==> src/rtl/ctrl_pkg.sv <==
// Shared definitions for the multi-cycle controller: opcodes, ALU codes,
// op1 steering encodings, FSM state type and an opcode legality check.
package ctrl_pkg;

  localparam logic [6:0] OPC_LUI    = 7'b0110111;
  localparam logic [6:0] OPC_AUIPC  = 7'b0010111;
  localparam logic [6:0] OPC_JAL    = 7'b1101111;
  localparam logic [6:0] OPC_JALR   = 7'b1100111;
  localparam logic [6:0] OPC_BRANCH = 7'b1100011;
  localparam logic [6:0] OPC_LOAD   = 7'b0000011;
  localparam logic [6:0] OPC_STORE  = 7'b0100011;
  localparam logic [6:0] OPC_OP_IMM = 7'b0010011;
  localparam logic [6:0] OPC_OP     = 7'b0110011;
  localparam logic [6:0] OPC_SYSTEM = 7'b1110011;

  localparam logic [5:0] ALU_ADD  = 6'b000000;
  localparam logic [5:0] ALU_SUB  = 6'b001000;
  localparam logic [5:0] ALU_SLL  = 6'b000001;
  localparam logic [5:0] ALU_SLT  = 6'b000010;
  localparam logic [5:0] ALU_SLTU = 6'b000011;
  localparam logic [5:0] ALU_XOR  = 6'b000100;
  localparam logic [5:0] ALU_SRL  = 6'b000101;
  localparam logic [5:0] ALU_SRA  = 6'b001101;
  localparam logic [5:0] ALU_OR   = 6'b000110;
  localparam logic [5:0] ALU_AND  = 6'b000111;
  localparam logic [5:0] ALU_BEQ  = 6'b010000;
  localparam logic [5:0] ALU_BNE  = 6'b010001;
  localparam logic [5:0] ALU_BLT  = 6'b010100;
  localparam logic [5:0] ALU_BGE  = 6'b010101;
  localparam logic [5:0] ALU_BLTU = 6'b010110;
  localparam logic [5:0] ALU_BGEU = 6'b010111;
  localparam logic [5:0] ALU_JAL  = 6'b011111;
  localparam logic [5:0] ALU_JALR = 6'b111111;

  localparam logic [1:0] OP1_RS1  = 2'b00;
  localparam logic [1:0] OP1_PC   = 2'b01;
  localparam logic [1:0] OP1_PC4  = 2'b10;
  localparam logic [1:0] OP1_ZERO = 2'b11;

  localparam logic [31:0] NOP_INSTR = 32'h00000013;

  typedef enum logic [2:0] {
    S_FETCH,
    S_DECODE,
    S_EXEC,
    S_MEM,
    S_WB,
    S_HALT
  } state_t;

  // Known opcodes are legal; branches with funct3 010/011 have no meaning.
  function automatic logic is_legal(input logic [6:0] opcode, input logic [2:0] funct3);
    logic ok;
    case (opcode)
      OPC_LUI, OPC_AUIPC, OPC_JAL, OPC_JALR, OPC_LOAD,
      OPC_STORE, OPC_OP_IMM, OPC_OP, OPC_SYSTEM: ok = 1'b1;
      OPC_BRANCH: ok = (funct3 != 3'b010) && (funct3 != 3'b011);
      default:    ok = 1'b0;
    endcase
    return ok;
  endfunction

endpackage

==> src/rtl/imm_generator.sv <==
// Sign-extended immediate extraction for I/S/B/U/J formats; register-register
// instructions carry no immediate and yield zero.
module imm_generator
  import ctrl_pkg::*;
(
  input  logic [31:0] instr,
  output logic [31:0] imm32
);

  logic [6:0] opcode;

  assign opcode = instr[6:0];

  // Pick the immediate layout from the opcode, I-format when nothing else fits
  always_comb begin
    imm32 = {{20{instr[31]}}, instr[31:20]};
    case (opcode)
      OPC_STORE:          imm32 = {{20{instr[31]}}, instr[31:25], instr[11:7]};
      OPC_BRANCH:         imm32 = {{19{instr[31]}}, instr[31], instr[7], instr[30:25], instr[11:8], 1'b0};
      OPC_LUI, OPC_AUIPC: imm32 = {instr[31:12], 12'b0};
      OPC_JAL:            imm32 = {{11{instr[31]}}, instr[31], instr[19:12], instr[20], instr[30:21], 1'b0};
      OPC_OP:             imm32 = '0;
      default:            ;
    endcase
  end

endmodule

==> src/rtl/mc_controller.sv <==
// Multi-cycle controller: FETCH/DECODE/EXEC/MEM/WB/HALT sequencing, PC update
// and ALU/memory/writeback steering decoded from the latched instruction.
// Optional feature: define CTRL_TRAP_EN to halt with illegal=1 on illegal
// instructions; otherwise they retire as NOPs.
module mc_controller
  import ctrl_pkg::*;
#(
  parameter int              PC_W     = 16,
  parameter logic [PC_W-1:0] RESET_PC = '0
) (
  input  logic            clk,
  input  logic            rst_n,
  input  logic [31:0]     instruction,
  input  logic            instr_valid,
  input  logic            branch,
  input  logic [PC_W-1:0] jalr_target,
  input  logic            mem_ready,
  output logic [PC_W-1:0] pc,
  output logic            fetch_req,
  output logic [4:0]      read_sel1,
  output logic [4:0]      read_sel2,
  output logic [4:0]      write_sel,
  output logic [31:0]     imm32,
  output logic [5:0]      alu_control,
  output logic [1:0]      op1_sel,
  output logic            op2_sel,
  output logic            branch_op,
  output logic            mem_read,
  output logic            mem_write,
  output logic            mem_to_reg,
  output logic            reg_write,
  output logic            halted,
  output logic            illegal
);

  state_t          state, state_next;
  logic [31:0]     ir;
  logic [PC_W-1:0] pc_q, pc_next, jalr_q, pc_plus4, pc_plus_imm, jalr_dest;
  logic [6:0]      opcode;
  logic [2:0]      funct3;
  logic            is_load, is_store, is_branch, is_jal, is_jalr, is_ecall, legal;

  assign opcode    = ir[6:0];
  assign funct3    = ir[14:12];
  assign read_sel1 = ir[19:15];
  assign read_sel2 = ir[24:20];
  assign write_sel = ir[11:7];

  imm_generator u_imm (
    .instr (ir),
    .imm32 (imm32)
  );

  assign is_load   = (opcode == OPC_LOAD);
  assign is_store  = (opcode == OPC_STORE);
  assign is_branch = (opcode == OPC_BRANCH);
  assign is_jal    = (opcode == OPC_JAL);
  assign is_jalr   = (opcode == OPC_JALR);
  assign is_ecall  = (opcode == OPC_SYSTEM);
  assign legal     = is_legal(opcode, funct3);

  assign pc          = pc_q;
  assign pc_plus4    = pc_q + PC_W'(4);
  assign pc_plus_imm = pc_q + imm32[PC_W-1:0];
  assign jalr_dest   = jalr_q & ~PC_W'(1);
  assign halted      = (state == S_HALT);

`ifdef CTRL_TRAP_EN
  logic illegal_q, illegal_next;
  assign illegal = illegal_q;
`else
  assign illegal = 1'b0;
`endif

  // ALU and operand steering, a pure function of the instruction register
  always_comb begin
    alu_control = ALU_ADD;
    op1_sel     = OP1_RS1;
    op2_sel     = 1'b0;
    branch_op   = 1'b0;
    mem_to_reg  = 1'b0;
    case (opcode)
      OPC_OP:     alu_control = {2'b00, ir[30], funct3};
      OPC_OP_IMM: begin
        alu_control = {2'b00, (funct3 == 3'b101) & ir[30], funct3};
        op2_sel     = 1'b1;
      end
      OPC_LOAD: begin
        op2_sel    = 1'b1;
        mem_to_reg = 1'b1;
      end
      OPC_STORE:  op2_sel = 1'b1;
      OPC_BRANCH: begin
        alu_control = {3'b010, funct3};
        branch_op   = 1'b1;
      end
      OPC_LUI: begin
        op1_sel = OP1_ZERO;
        op2_sel = 1'b1;
      end
      OPC_AUIPC: begin
        op1_sel = OP1_PC;
        op2_sel = 1'b1;
      end
      OPC_JAL: begin
        alu_control = ALU_JAL;
        op1_sel     = OP1_PC4;
      end
      OPC_JALR: begin
        alu_control = ALU_JALR;
        op1_sel     = OP1_PC4;
        op2_sel     = 1'b1;
      end
      default: ;
    endcase
  end

  // Next state, PC update on the instruction's final state, and strobes
  always_comb begin
    state_next = state;
    pc_next    = pc_q;
    fetch_req  = 1'b0;
    mem_read   = 1'b0;
    mem_write  = 1'b0;
    reg_write  = 1'b0;
`ifdef CTRL_TRAP_EN
    illegal_next = illegal_q;
`endif
    case (state)
      S_FETCH: begin
        fetch_req = 1'b1;
        if (instr_valid) state_next = S_DECODE;
      end
      S_DECODE: begin
        if (is_ecall) begin
          state_next = S_HALT;
        end else if (!legal) begin
`ifdef CTRL_TRAP_EN
          state_next   = S_HALT;
          illegal_next = 1'b1;
`else
          state_next = S_FETCH;
          pc_next    = pc_plus4;
`endif
        end else begin
          state_next = S_EXEC;
        end
      end
      S_EXEC: begin
        if (is_load || is_store) begin
          state_next = S_MEM;
        end else if (is_branch) begin
          state_next = S_FETCH;
          pc_next    = branch ? pc_plus_imm : pc_plus4;
        end else begin
          state_next = S_WB;
        end
      end
      S_MEM: begin
        mem_read  = is_load;
        mem_write = is_store;
        if (mem_ready) begin
          if (is_load) begin
            state_next = S_WB;
          end else begin
            state_next = S_FETCH;
            pc_next    = pc_plus4;
          end
        end
      end
      S_WB: begin
        reg_write  = (write_sel != 5'd0);
        state_next = S_FETCH;
        if (is_jal)       pc_next = pc_plus_imm;
        else if (is_jalr) pc_next = jalr_dest;
        else              pc_next = pc_plus4;
      end
      S_HALT:  ;
      default: state_next = S_FETCH;
    endcase
  end

  // State, PC, instruction and JALR target registers
  always_ff @(posedge clk or negedge rst_n) begin
    if (!rst_n) begin
      state  <= S_FETCH;
      pc_q   <= RESET_PC;
      ir     <= NOP_INSTR;
      jalr_q <= '0;
    end else begin
      state <= state_next;
      pc_q  <= pc_next;
      if (state == S_FETCH && instr_valid) ir <= instruction;
      if (state == S_EXEC) jalr_q <= jalr_target;
    end
  end

`ifdef CTRL_TRAP_EN
  // Sticky trap flag, cleared only by reset
  always_ff @(posedge clk or negedge rst_n) begin
    if (!rst_n) illegal_q <= 1'b0;
    else        illegal_q <= illegal_next;
  end
`endif

endmodule

==> config.mk <==
export PLATFORM = sky130hd
export DESIGN_NAME = mc_controller
export DESIGN_NICKNAME = d
export VERILOG_FILES = /design/src/rtl/ctrl_pkg.sv /design/src/rtl/imm_generator.sv /design/src/rtl/mc_controller.sv
export SDC_FILE = /design/constraint.sdc
export NUM_CORES = 1
export LEC_CHECK = 0
export ABC_CLOCK_PERIOD_IN_PS = 6600
export BUFFER_PORTS_ARGS = -buffer_cell sky130_fd_sc_hd__buf_2
export CORE_AREA = 2 2 99 101
export DETAILED_ROUTE_END_ITERATION = 10
export DIE_AREA = 0 0 101 103
export GPL_TIMING_DRIVEN = 1
export HOLD_SLACK_MARGIN = 0.12
export PLACE_DENSITY = 0.85
export SYNTH_ARGS = -nofsm -noshare
export SYNTH_HDL_FRONTEND = slang
export SYNTH_SLANG_ARGS = --single-unit
==> constraint.sdc <==
create_clock -name clk -period 6.6 [get_ports clk]
set_input_delay 1.32 -clock clk [delete_from_list [all_inputs] [get_ports clk]]
set_output_delay 1.32 -clock clk [all_outputs]
set_load 0.005 [all_outputs]
==> impl_metrics.json <==
{
  "num_rows": 36,
  "worst-path-buf-inv": 1,
  "synthToLayoutAreaGrowth_pct": 17.6,
  "fill_cells": 855,
  "cts-resized-gates": 0,
  "layout-drive-gt1-share_pct": 34.4,
  "cts_buffers": 9,
  "worstPathRequired_ns": 5.28,
  "vdd.ir_drop.worst_uv": 300,
  "totalWireLength_um": 13000,
  "yosysSeqAreaShare_pct": 36.3,
  "fin_crit_ns": 4.60,
  "h-tree-depth": 3,
  "yosysTopAreaCell": "dfrtp_1",
  "path_max_fanout": 11,
  "max_freq_ghz": 0.217,
  "grt_max_degree": 67,
  "path_cells": "nand3b_1 -> nor2_1 -> a21boi_1 -> a21oi_1 -> a21oi_1 -> buf_2",
  "gp_routability_congestion": 0.904,
  "power_per_cell_area_nw_per_um2": 525,
  "crit_family": "compound AO/OA/AOI/OAI gates",
  "dieArea_sq_um": 10400,
  "leakage_uw": 0.00253,
  "synth-async-reset-ratio_pct": 100,
  "synth_area_leaders": "dfrtp_1 (35%), mux2_2 (12%), ha_1 (4.9%)",
  "post_cts_buffers": 0,
  "wl_per_cell_um": 18.1,
  "clock_sinks": 66,
  "drt_pass1_iterations": 5,
  "hold_viol_final": 0,
  "cts_hold_buf": 0,
  "yosys_register_bits": 66,
  "setup_viol": 0,
  "finalCritPeriodShare_pct": 69.7,
  "clk_pin_slew_ns": 0.07,
  "crit_path_frequent_cell": "a21oi_1",
  "status": "finished, final reports clean",
  "dp_hpwl_um": 9750,
  "cp-end-kind": "output port",
  "io_buffers": 130,
  "grt_pass1_wl_um": 20100,
  "ys_warn_count": 0,
  "grt-ovfl-total": 0,
  "dpl-instance-area_sq_um": 5150,
  "track_usage_pct": 25.1,
  "vias": 4272,
  "synth_top_area_share_pct": 34.6,
  "syn_nets": 567,
  "fin_setup_tns_ns": 0,
  "worst_pin_slew_ns": 1.15,
  "drc_errors": 0,
  "dr.first_iter.drc_count": 268,
  "hold_path.class": "register to register",
  "max_stage_delay_ns": 0.72,
  "slew_viol_final": 0,
  "netlist_instances": 495,
  "io_pins": 133,
  "antenna_found_initial": 0,
  "post-place-ws_ns": 2.26,
  "core_sq_um": 9460,
  "synth.distinct_cells": 65,
  "start_kind": "register",
  "skew_ns": 0.00956,
  "ant_nets": 0,
  "clock_latency_ns": 0.36,
  "nets": 671,
  "via_per_inst": 5.95,
  "synth_area_sq_um": 4560,
  "die_x_um": 101,
  "synth_ff_type": "dfrtp_1",
  "crit_arrival_ns": 3.28,
  "met2_usage_pct": 41.5,
  "start_util_pct": 48.2,
  "dieHeight_um": 103,
  "synth_edf_count": 0,
  "final_area_sq_um": 5370,
  "grt_util_met3_pct": 5.22,
  "cts_root_buf": "clkbuf_8",
  "grtUsageMet1_pct": 32.4,
  "rsz0062_at_grt": "no",
  "cts_max_path_buffers": 2,
  "setup_ws_ns": 2.00,
  "critPathKind": "register to output port",
  "grt-busiest-layer": "met2",
  "drv_cap": 0,
  "antenna_cells": 0,
  "cts_tree": "done",
  "slowest_stage": "a21oi_1",
  "grt_pass1_vias": 3986,
  "max-slew-margin-rel_pct": 23.6,
  "avgSynthCellArea_sq_um": 9.21
}
==> state kept, by name, summed over array words and instances, names as in the netlist <==
register  flops
ir           32
state         3
jalr_q       15
pc           16
==> layer usage <==
layer  vias up  wire [um]
met5         -          0
met4         0        234
met3        22       1030
met2       197       6260
met1      2051       5480
li1       2002          -
==> path summary, 6_finish.rpt <==
path / slack (ns) / from / depth (start not counted) / to
setup / recovery: 2.00 / ir[5] / 6 / imm32[29]
hold / removal: 0.52 / jalr_q[4] / 1 / jalr_q[4]
setup reg to reg: 2.15 / ir[5] / 13 / pc[15]
hold reg to reg: 0.52 / jalr_q[4] / 1 / jalr_q[4]
max in group asynchronous: 4.90 / rst_n / 2 / ir[30]
min in group asynchronous: 1.15 / rst_n / 2 / pc[5]
==> report_power, final <==
group,internal [uW],switching (uW)
registers,598,260
logic,722,848
clock network,222,166
total,1540,1270
==> synth_stat cells (3+ instances only) <==
master	instances
dfrtp_1	63
ha_1	18
xor2_1	11
a21o_1	8
a21oi_1	43
o21ai_0	36
a22o_1	5
inv_1	10
nor3_1	13
clkbuf_1	11
nand2_1	53
buf_4	19
a22oi_1	5
mux2_2	47
xnor2_1	9
and2_1	11
nor2b_1	5
o211ai_1	3
o21a_1	4
dfstp_2	3
nand4_1	6
and3_1	4
a221oi_1	4
a222oi_1	5
buf_2	9
nor2_1	29
nand3_1	7
a211oi_1	4
==> area by class of cell <==
cell class	instances	area, sq um	area share, %
well taps	114	143	2.66
multi-input cells	380	2650	49.3
clock buffers	11	141	2.64
repair buffers	132	666	12.4
clock inverters	5	77.6	1.45
flip-flops and latches	66	1660	30.9
inverters	10	37.5	0.700
==> per-stage QoR <==
stage	power, uW	utilization (%)	cells	hold WS (ns)
final	2820	56.7	718	0.520
after global routing	3030	56.7	718	0.528
after CTS	2800	56.7	718	0.517
after detailed placement	2410	54.4	702	0.502
after global placement	2340	54.4	702	0.492
after floorplan	1940	-	495	0.480
==> placed cells by master (no fill, tap or decap), types with 5 or more instances in the layout <==
master | Yosys | final
buf_2 | 9 | 130
dfrtp_1 | 63 | 63
nand2_1 | 53 | 53
mux2_2 | 47 | 47
a21oi_1 | 43 | 43
o21ai_0 | 36 | 35
nor2_1 | 29 | 29
ha_1 | 18 | 18
nor3_1 | 13 | 13
and2_1 | 11 | 11
xor2_1 | 11 | 11
inv_1 | 10 | 10
clkbuf_8 | 0 | 10
xnor2_1 | 9 | 9
a21o_1 | 8 | 8
nand3_1 | 7 | 7
nand4_1 | 6 | 6
nor2b_1 | 5 | 5
a22o_1 | 5 | 5
a22oi_1 | 5 | 5
a222oi_1 | 5 | 5
==> kinds of logic after synthesis <==
family / synth area share [%]
AO/OA/AOI/OAI: 20.8
AND/OR/NAND/NOR: 16.1
flip-flops: 36.3
adder cells (fa/ha/maj): 5.38
other: 0.0822
XOR/XNOR: 3.84
buffers and inverters: 5.84
multiplexers: 11.6
(Power assumes the default switching activity.)
